===== src/rtl/ps2_key_sequencer.sv =====
// PS/2 scan-code sequencer: validates frames, tracks E0/F0/E1 prefixes, queues key events
// into a show-ahead FIFO and keeps a held-state bitmap for the extended arrow keys.
module ps2_key_sequencer #(
    parameter int unsigned FIFO_DEPTH = 4,
    parameter int unsigned PTR_W      = 2
) (
    input  logic        sys_clk,
    input  logic        reset,
    input  logic        i_frame_valid,
    input  logic [10:0] i_frame,
    input  logic        i_ev_ready,
    output logic        o_ev_valid,
    output logic [7:0]  o_ev_code,
    output logic        o_ev_ext,
    output logic        o_ev_break,
    output logic [3:0]  o_held,
    output logic        o_err_frame,
    output logic        o_err_overflow,
    input  logic        i_clr_err
);

    typedef enum logic [2:0] {StIdle, StExt, StBrk, StExtBrk, StSkip} state_e;

    state_e      r_state, w_state_nxt;
    logic [2:0]  r_skip_cnt, w_skip_nxt;
    logic        w_emit, w_emit_ext, w_emit_brk;
    logic [7:0]  w_emit_code;

    logic [7:0]  w_data;
    logic        w_good, w_bad, w_ignore, w_is_e0, w_is_f0;

    // Event pipeline stage: decoded at frame edge, written to FIFO on the following edge
    logic        r_ev_v, r_ev_ext, r_ev_brk;
    logic [7:0]  r_ev_code;

    logic [9:0]       r_mem [FIFO_DEPTH];
    logic [PTR_W-1:0] r_wr_ptr, r_rd_ptr;
    logic [PTR_W:0]   r_count;
    logic             w_full, w_empty, w_push, w_pop, w_drop;

    logic [3:0]  r_held;
    logic        r_err_frame, r_err_overflow;

    assign w_data  = i_frame[8:1];
    assign w_good  = i_frame_valid & ~i_frame[0] & i_frame[10] & (^i_frame[9:1]);
    assign w_bad   = i_frame_valid & ~w_good;
    assign w_is_e0 = (w_data == 8'hE0);
    assign w_is_f0 = (w_data == 8'hF0);
    assign w_ignore = (w_data == 8'hAA) || (w_data == 8'hFA) || (w_data == 8'hFE) ||
                      (w_data == 8'hEE) || (w_data == 8'h00) || (w_data == 8'hFF);

    always_ff @(posedge sys_clk) begin
        if (reset) begin
            r_state    <= StIdle;
            r_skip_cnt <= 3'd0;
        end else begin
            r_state    <= w_state_nxt;
            r_skip_cnt <= w_skip_nxt;
        end
    end

    always_comb begin
        w_state_nxt = r_state;
        w_skip_nxt  = r_skip_cnt;
        w_emit      = 1'b0;
        w_emit_code = w_data;
        w_emit_ext  = 1'b0;
        w_emit_brk  = 1'b0;
        if (w_bad) begin
            w_state_nxt = StIdle;
            w_skip_nxt  = 3'd0;
        end else if (w_good) begin
            unique case (r_state)
                StIdle: begin
                    if (w_is_e0) begin
                        w_state_nxt = StExt;
                    end else if (w_is_f0) begin
                        w_state_nxt = StBrk;
                    end else if (w_data == 8'hE1) begin
                        w_state_nxt = StSkip;
                        w_skip_nxt  = 3'd7;
                    end else if (!w_ignore) begin
                        w_emit = 1'b1;
                    end
                end
                StExt: begin
                    if (w_is_f0) begin
                        w_state_nxt = StExtBrk;
                    end else if (!w_is_e0) begin
                        w_emit      = 1'b1;
                        w_emit_ext  = 1'b1;
                        w_state_nxt = StIdle;
                    end
                end
                StBrk: begin
                    if (!w_is_e0 && !w_is_f0) begin
                        w_emit      = 1'b1;
                        w_emit_brk  = 1'b1;
                        w_state_nxt = StIdle;
                    end
                end
                StExtBrk: begin
                    if (!w_is_e0 && !w_is_f0) begin
                        w_emit      = 1'b1;
                        w_emit_ext  = 1'b1;
                        w_emit_brk  = 1'b1;
                        w_state_nxt = StIdle;
                    end
                end
                StSkip: begin
                    w_skip_nxt = r_skip_cnt - 3'd1;
                    if (r_skip_cnt == 3'd1) begin
                        w_emit      = 1'b1;
                        w_emit_code = 8'hE1;
                        w_state_nxt = StIdle;
                    end
                end
                default: w_state_nxt = StIdle;
            endcase
        end
    end

    always_ff @(posedge sys_clk) begin
        if (reset) begin
            r_ev_v      <= 1'b0;
            r_ev_code   <= 8'h00;
            r_ev_ext    <= 1'b0;
            r_ev_brk    <= 1'b0;
            r_err_frame <= 1'b0;
        end else begin
            r_ev_v      <= w_emit;
            r_ev_code   <= w_emit_code;
            r_ev_ext    <= w_emit_ext;
            r_ev_brk    <= w_emit_brk;
            r_err_frame <= w_bad;
        end
    end

    assign w_empty = (r_count == '0);
    assign w_full  = (r_count == (PTR_W + 1)'(FIFO_DEPTH));
    assign w_pop   = ~w_empty & i_ev_ready;
    // A full FIFO still accepts the push when the head leaves in the same cycle
    assign w_push  = r_ev_v & (~w_full | w_pop);
    assign w_drop  = r_ev_v & w_full & ~w_pop;

    always_ff @(posedge sys_clk) begin
        if (w_push) r_mem[r_wr_ptr] <= {r_ev_code, r_ev_ext, r_ev_brk};
    end

    always_ff @(posedge sys_clk) begin
        if (reset) begin
            r_wr_ptr       <= '0;
            r_rd_ptr       <= '0;
            r_count        <= '0;
            r_err_overflow <= 1'b0;
        end else begin
            if (w_push) r_wr_ptr <= r_wr_ptr + 1'b1;
            if (w_pop)  r_rd_ptr <= r_rd_ptr + 1'b1;
            if (w_push && !w_pop)      r_count <= r_count + 1'b1;
            else if (w_pop && !w_push) r_count <= r_count - 1'b1;
            if (w_drop)         r_err_overflow <= 1'b1;
            else if (i_clr_err) r_err_overflow <= 1'b0;
        end
    end

    always_ff @(posedge sys_clk) begin
        if (reset) begin
            r_held <= 4'b0000;
        end else if (r_ev_v && r_ev_ext) begin
            case (r_ev_code)
                8'h75:   r_held[3] <= ~r_ev_brk;
                8'h72:   r_held[2] <= ~r_ev_brk;
                8'h6B:   r_held[1] <= ~r_ev_brk;
                8'h74:   r_held[0] <= ~r_ev_brk;
                default: ;
            endcase
        end
    end

    assign o_ev_valid = ~w_empty;
    assign {o_ev_code, o_ev_ext, o_ev_break} = w_empty ? 10'd0 : r_mem[r_rd_ptr];
    assign o_held         = r_held;
    assign o_err_frame    = r_err_frame;
    assign o_err_overflow = r_err_overflow;

endmodule


===== config.mk =====
export PLATFORM = sky130hd
export DESIGN_NAME = ps2_key_sequencer
export DESIGN_NICKNAME = d
export VERILOG_FILES = /design/src/rtl/ps2_key_sequencer.sv
export SDC_FILE = /design/constraint.sdc
export NUM_CORES = 1
export LEC_CHECK = 0
export CAP_MARGIN = 10
export CORE_MARGIN = 2
export CORE_UTILIZATION = 60
export DETAILED_ROUTE_END_ITERATION = 8
export GPL_TIMING_DRIVEN = 0
export PLACE_DENSITY = 0.89
export SLEW_MARGIN = 20
export SYNTH_ARGS = -nofsm -noshare
export SYNTH_HDL_FRONTEND = slang
export SYNTH_SLANG_ARGS = --single-unit

===== constraint.sdc =====
create_clock -name sys_clk -period 5.7 [get_ports sys_clk]
set_clock_uncertainty 0.15 [all_clocks]
set_input_delay 0.57 -clock sys_clk [delete_from_list [all_inputs] [get_ports sys_clk]]
set_output_delay 0.57 -clock sys_clk [all_outputs]
set_load 0.02 [all_outputs]

# Word level (Yosys, flattened, before mapping)
# Memories as Yosys holds them, arrays and structs flattened. A register that Yosys moved wholly into a read port is not among the register bits.
# Index checks and enable logic that the tools add are counted.
# W data, S select, Z words.
# classes
addsub,5
n_eq_ne,25
n_mux,35
n_bitwise,16
reduce_logical,30
# op_table
cell,count
$eq A8 B8 Y1 const B,8
$mux W3,12
$eq A8 B7 Y1 const B,4
$mux W8,4
$mux W1,12
$pmux W3 S4,1
$mux W10,1
$reduce_and A5 Y1,2
$reduce_xor A9 Y1,1
$and A1 B1 Y1,8
$logic_not A8 Y1,1
$ne A2 B2 Y1 const B,4
$reduce_and A2 Y1,4
$not A1 Y1,7
$eq A3 B1 Y1 const B,2
$eq A3 B2 Y1 const B,2
$eq A3 B3 Y1 const B,2
$logic_not A3 Y1,2
$pmux W3 S2,1
$reduce_bool A2 Y1,3
$sub A3 B1 Y3 const B,2
$logic_or A1 B1 Y1,5
$add A2 B1 Y2 const B,2
$logic_and A1 B1 Y1,4
12 further kinds,17
# word_totals
register_bits,30
ramBits,40
out_inout_bits,17
wordCells,127
mem_count,1
# mem_list
memory,depth,word_bits,rd,rd_ports_with_merged_regs,write_ports,line_no,text
r_mem,4,10,1,1,1,36,logic [9:0] r_mem [FIFO_DEPTH];

# Longest topological paths before layout
# depth
depth_word,11
ltp_mapped,9

# Worst setup path after synthesis
# Ideal clock, no wire load.
# synth_path
kind,input to register
start,in i_frame[1]
end,reg r_state[0]
setup_ns,0.074
arrival_ns,2.208
t_required_ns,5.476
slack_ns,3.267
path_stages,7
path_buffers,0
path_cell_list,inv_1 ha_1 xnor3_1 xnor2_2 nand2_2 or4_1 a31oi_1
# synth_via
elab_chain_cells,5
word_cells_on_any_way,19
# synth_rtl
item,line_no,text
"start, declared",10,"input logic [10:0] i_frame,"
$eq A8 B8 Y1 (tied with other cells),47,assign w_is_e0 = (w_data == 8'hE0);
$logic_not A1 Y1 or $and A1 B1 Y1 (tied branches),"96, 103, 45",
$logic_and A1 B1 Y1 or $not A1 Y1 (tied branches),-,
$ne A2 B1 Y1 (no source line) or $and A1 B1 Y1 (tied branches),-,
$reduce_and A5 Y1 (no source line) or $reduce_or A2 Y1 (tied branches),-,
"end signal, assigned",54,r_state <= StIdle;
"end signal, assigned",57,r_state <= w_state_nxt;
"end, declared",24,"state_e r_state, w_state_nxt;"
# Parallel ways exist; a longest one is shown, timed or not.
# A chain may end at the register's enable or synchronous reset.

==> impl_metrics.json <==
{
  "grt_pass1_vias": 2155,
  "cts_resized": 0,
  "synthTopCellsByArea": "edfxtp_1, dfxtp_1, ha_1",
  "fill_cells": 349,
  "r2r-end": "r_count[2]",
  "stdcell_area_sq_mm": 0.00380,
  "cts_setup_buffers": 0,
  "yosys_warnings": 0,
  "reg2reg_setup_slack_ns": 3.22,
  "htree_levels": 3,
  "dp_hpwl_um": 4300,
  "synthXorXnorAreaFrac": 0.0286,
  "power.density_mw_per_mm2": 328,
  "yosysSeqAreaShare": 0.577,
  "synth_edf_count": 40,
  "synthFlopType": "edfxtp_1",
  "slowest_stage": "mux4_2",
  "relSlewSlack": 0.622,
  "tns_ns": 0,
  "final_cell_count_no_fill": 367,
  "tightest_slew_ns": 0.567,
  "cts_tree": "built",
  "synth.avg_cell_area_sq_um": 12.8,
  "syn_inst": 249,
  "final_nets": 329,
  "multiInputGateArea_sq_mm": 0.00126,
  "worstPathCellList": "buf_2 -> mux4_2 -> and2_1 -> clkdlybuf4s50_1",
  "cts_root_buffer": "clkbuf_8",
  "synth-compound-area-share": 0.0611,
  "yosysUniqueCellTypes": 45,
  "synth_mux_area_frac": 0.0799,
  "status": "finished clean",
  "overflow": 0,
  "ant_nets": 0,
  "end_kind": "output pin",
  "antenna_found_initial": 0,
  "drive_gt1_frac": 0.0976,
  "cts.path.max_buffers": 2,
  "synth_top_area_share": 0.376,
  "viasPerCell": 5.65,
  "die-area_sq_mm": 0.00592,
  "crit_required_ns": 4.98,
  "drt_iter0_markers": 126,
  "cts_hold_buffers": 0,
  "dp.cells": 351,
  "critPathMaxFanout": 10,
  "yosys.area.top_type": "edfxtp_1",
  "whs_path_depth": 2,
  "worstSetupEndpoint": "o_ev_ext",
  "drt-total-wl_um": 5960,
  "gp_congestion": 0.932,
  "drt_pass1_iterations": 4,
  "ys_ff_latch": 72,
  "grt_pass1_wl_um": 9860,
  "numClockSinks": 72,
  "finalPower_uw": 1250,
  "synthesis.area_sq_mm": 0.00319,
  "crit_arrival_ns": 2.23,
  "drcViolationCount": 0,
  "start_kind": "flip-flop",
  "synthSimpleGateAreaFrac": 0.141,
  "diodes": 0,
  "fp.dieW_um": 77.0,
  "clk_pin_slew_ns": 0.07,
  "synth_top_family_by_area": "simple AND/OR/NAND/NOR gates",
  "vias": 2074,
  "wl_per_cell_um": 16.2,
  "dieHeight_um": 77.0,
  "synth_most_common_cell": "edfxtp_1",
  "hp-class": "reg -> reg",
  "max_cap_violations": 0,
  "p_leak_uw": 0.00141,
  "gr-usage-all-layers": 0.219,
  "start_util": 0.625,
  "critPathKind": "reg -> out",
  "r2r_cells": 9,
  "insertion_delay_ns": 0.33,
  "register_area_sq_mm": 0.00184,
  "row_count": 26,
  "slew_viol_final": 0,
  "max_stage_delay_ns": 0.57,
  "synth_common_cells": "edfxtp_1, dfxtp_1, nor2_1, ha_1, inv_1",
  "ir_worst_vdd_v": 0.000158,
  "grt_start_max_net_pins": 13,
  "fmax_mhz": 339,
  "yosys.area_share.adder": 0.0846,
  "r2r_start": "r_count[0]",
  "period_needed_ns": 2.95,
  "finalSetupViolCount": 0,
  "core_sq_mm": 0.00511,
  "numCtsBuffers": 9,
  "io_buffers": 32,
  "syn-num-nets": 286,
  "period_share": 0.518,
  "hold_ws_ns": 0.341,
  "ios": 33,
  "async_flop_share": 0,
  "area_growth_pct": 19.0,
  "grt_setup_unrepaired": "false",
  "hold_violations": 0,
  "placed_cell_area_sq_mm": 0.00360
}
[metrics by stage]
step                      utilization  setup WS (ns)
after floorplan                     -           3.27
after global placement          0.705           2.57
after detailed placement        0.705           2.54
after CTS                       0.744           2.70
after global routing            0.744           2.61
final                           0.744           2.75
[worst max-delay path: cells and delay by family (launching register included)]
| family | cells | cell delay (ns) |
|---|---|---|
| buffers and inverters | 2 | 0.84 |
| multiplexers | 1 | 0.57 |
| flip-flops | 1 | 0.31 |
| AND/OR/NAND/NOR | 1 | 0.18 |
[final cells by class]
| type | instances | share of cell area |
|---|---|---|
| Clock inverter | 5 | 0.0148 |
| Clock buffer | 11 | 0.0372 |
| Multi-Input combinational cell | 154 | 0.333 |
| Inverter | 17 | 0.0168 |
| Timing Repair Buffer | 32 | 0.0843 |
| Buffer | 6 | 0.00626 |
| Sequential cell | 72 | 0.485 |
| Tap cell | 70 | 0.0231 |
[power breakdown]
part | internal, uW | leakage [uW] | switching (uW)
Sequential | 565 | 0.000630 | 15.6
Clock | 213 | 0.0000993 | 175
Combinational | 144 | 0.000684 | 135
[layout by cell type, fill, tap and decap left out, types with 2 or more instances in the layout]
master,count
edfxtp_1,40
dfxtp_1,32
clkdlybuf4s50_1,32
nor2_1,22
ha_1,20
inv_1,17
and2_1,14
mux4_2,10
nand2_1,10
clkbuf_8,10
a21oi_1,8
clkbuf_1,5
nand3_1,5
xor2_1,5
o21ai_0,5
a211oi_1,5
nand4_1,5
nor3_1,5
or3_1,4
nor4b_1,3
nor2b_1,3
mux2i_1,3
and3_1,3
or4_1,2
a221oi_1,2
clkinv_2,2
[sequential cells by signal, summed over array words and instances (netlist names), named ones only]
name and cells:
o_err_frame 1, o_err_overflow 1, o_held 4, r_count 3, r_ev_brk 1, r_ev_code 8
r_ev_ext 1, r_ev_v 1, r_mem 40, r_rd_ptr 2, r_skip_cnt 3, r_state 3
r_wr_ptr 2
[worst min-delay path by stage]
stage | startpoint | slack [ns] | end
global route | r_skip_cnt[2] | 0.37 | r_skip_cnt[2]
floorplan | r_skip_cnt[2] | 0.30 | r_skip_cnt[2]
finish | r_skip_cnt[2] | 0.34 | r_skip_cnt[2]
detailed placement | r_skip_cnt[2] | 0.33 | r_skip_cnt[2]
CTS | r_skip_cnt[2] | 0.34 | r_skip_cnt[2]
global placement | r_skip_cnt[2] | 0.32 | r_skip_cnt[2]
[cells by family (layout without fill, tap and decap cells)]
family          count (synthesis)  count (layout)
buf+inv                        23              71
compound gates                 29              29
fa+ha+maj                      21              21
mux                            13              13
xor+xnor                        8               8
flops                          72              72
simple gates                   83              83
[metal layers]
layer  GRT usage  vias up  wire (um)  share of wire
met1       0.242      988       2250           0.38
li1            -     1000          -              -
met2       0.398       75       3260           0.55
met3      0.0541       11        333          0.056
met4      0.0982        0        116          0.019
met5           0        -          0              0
(Power assumes the default switching activity.)
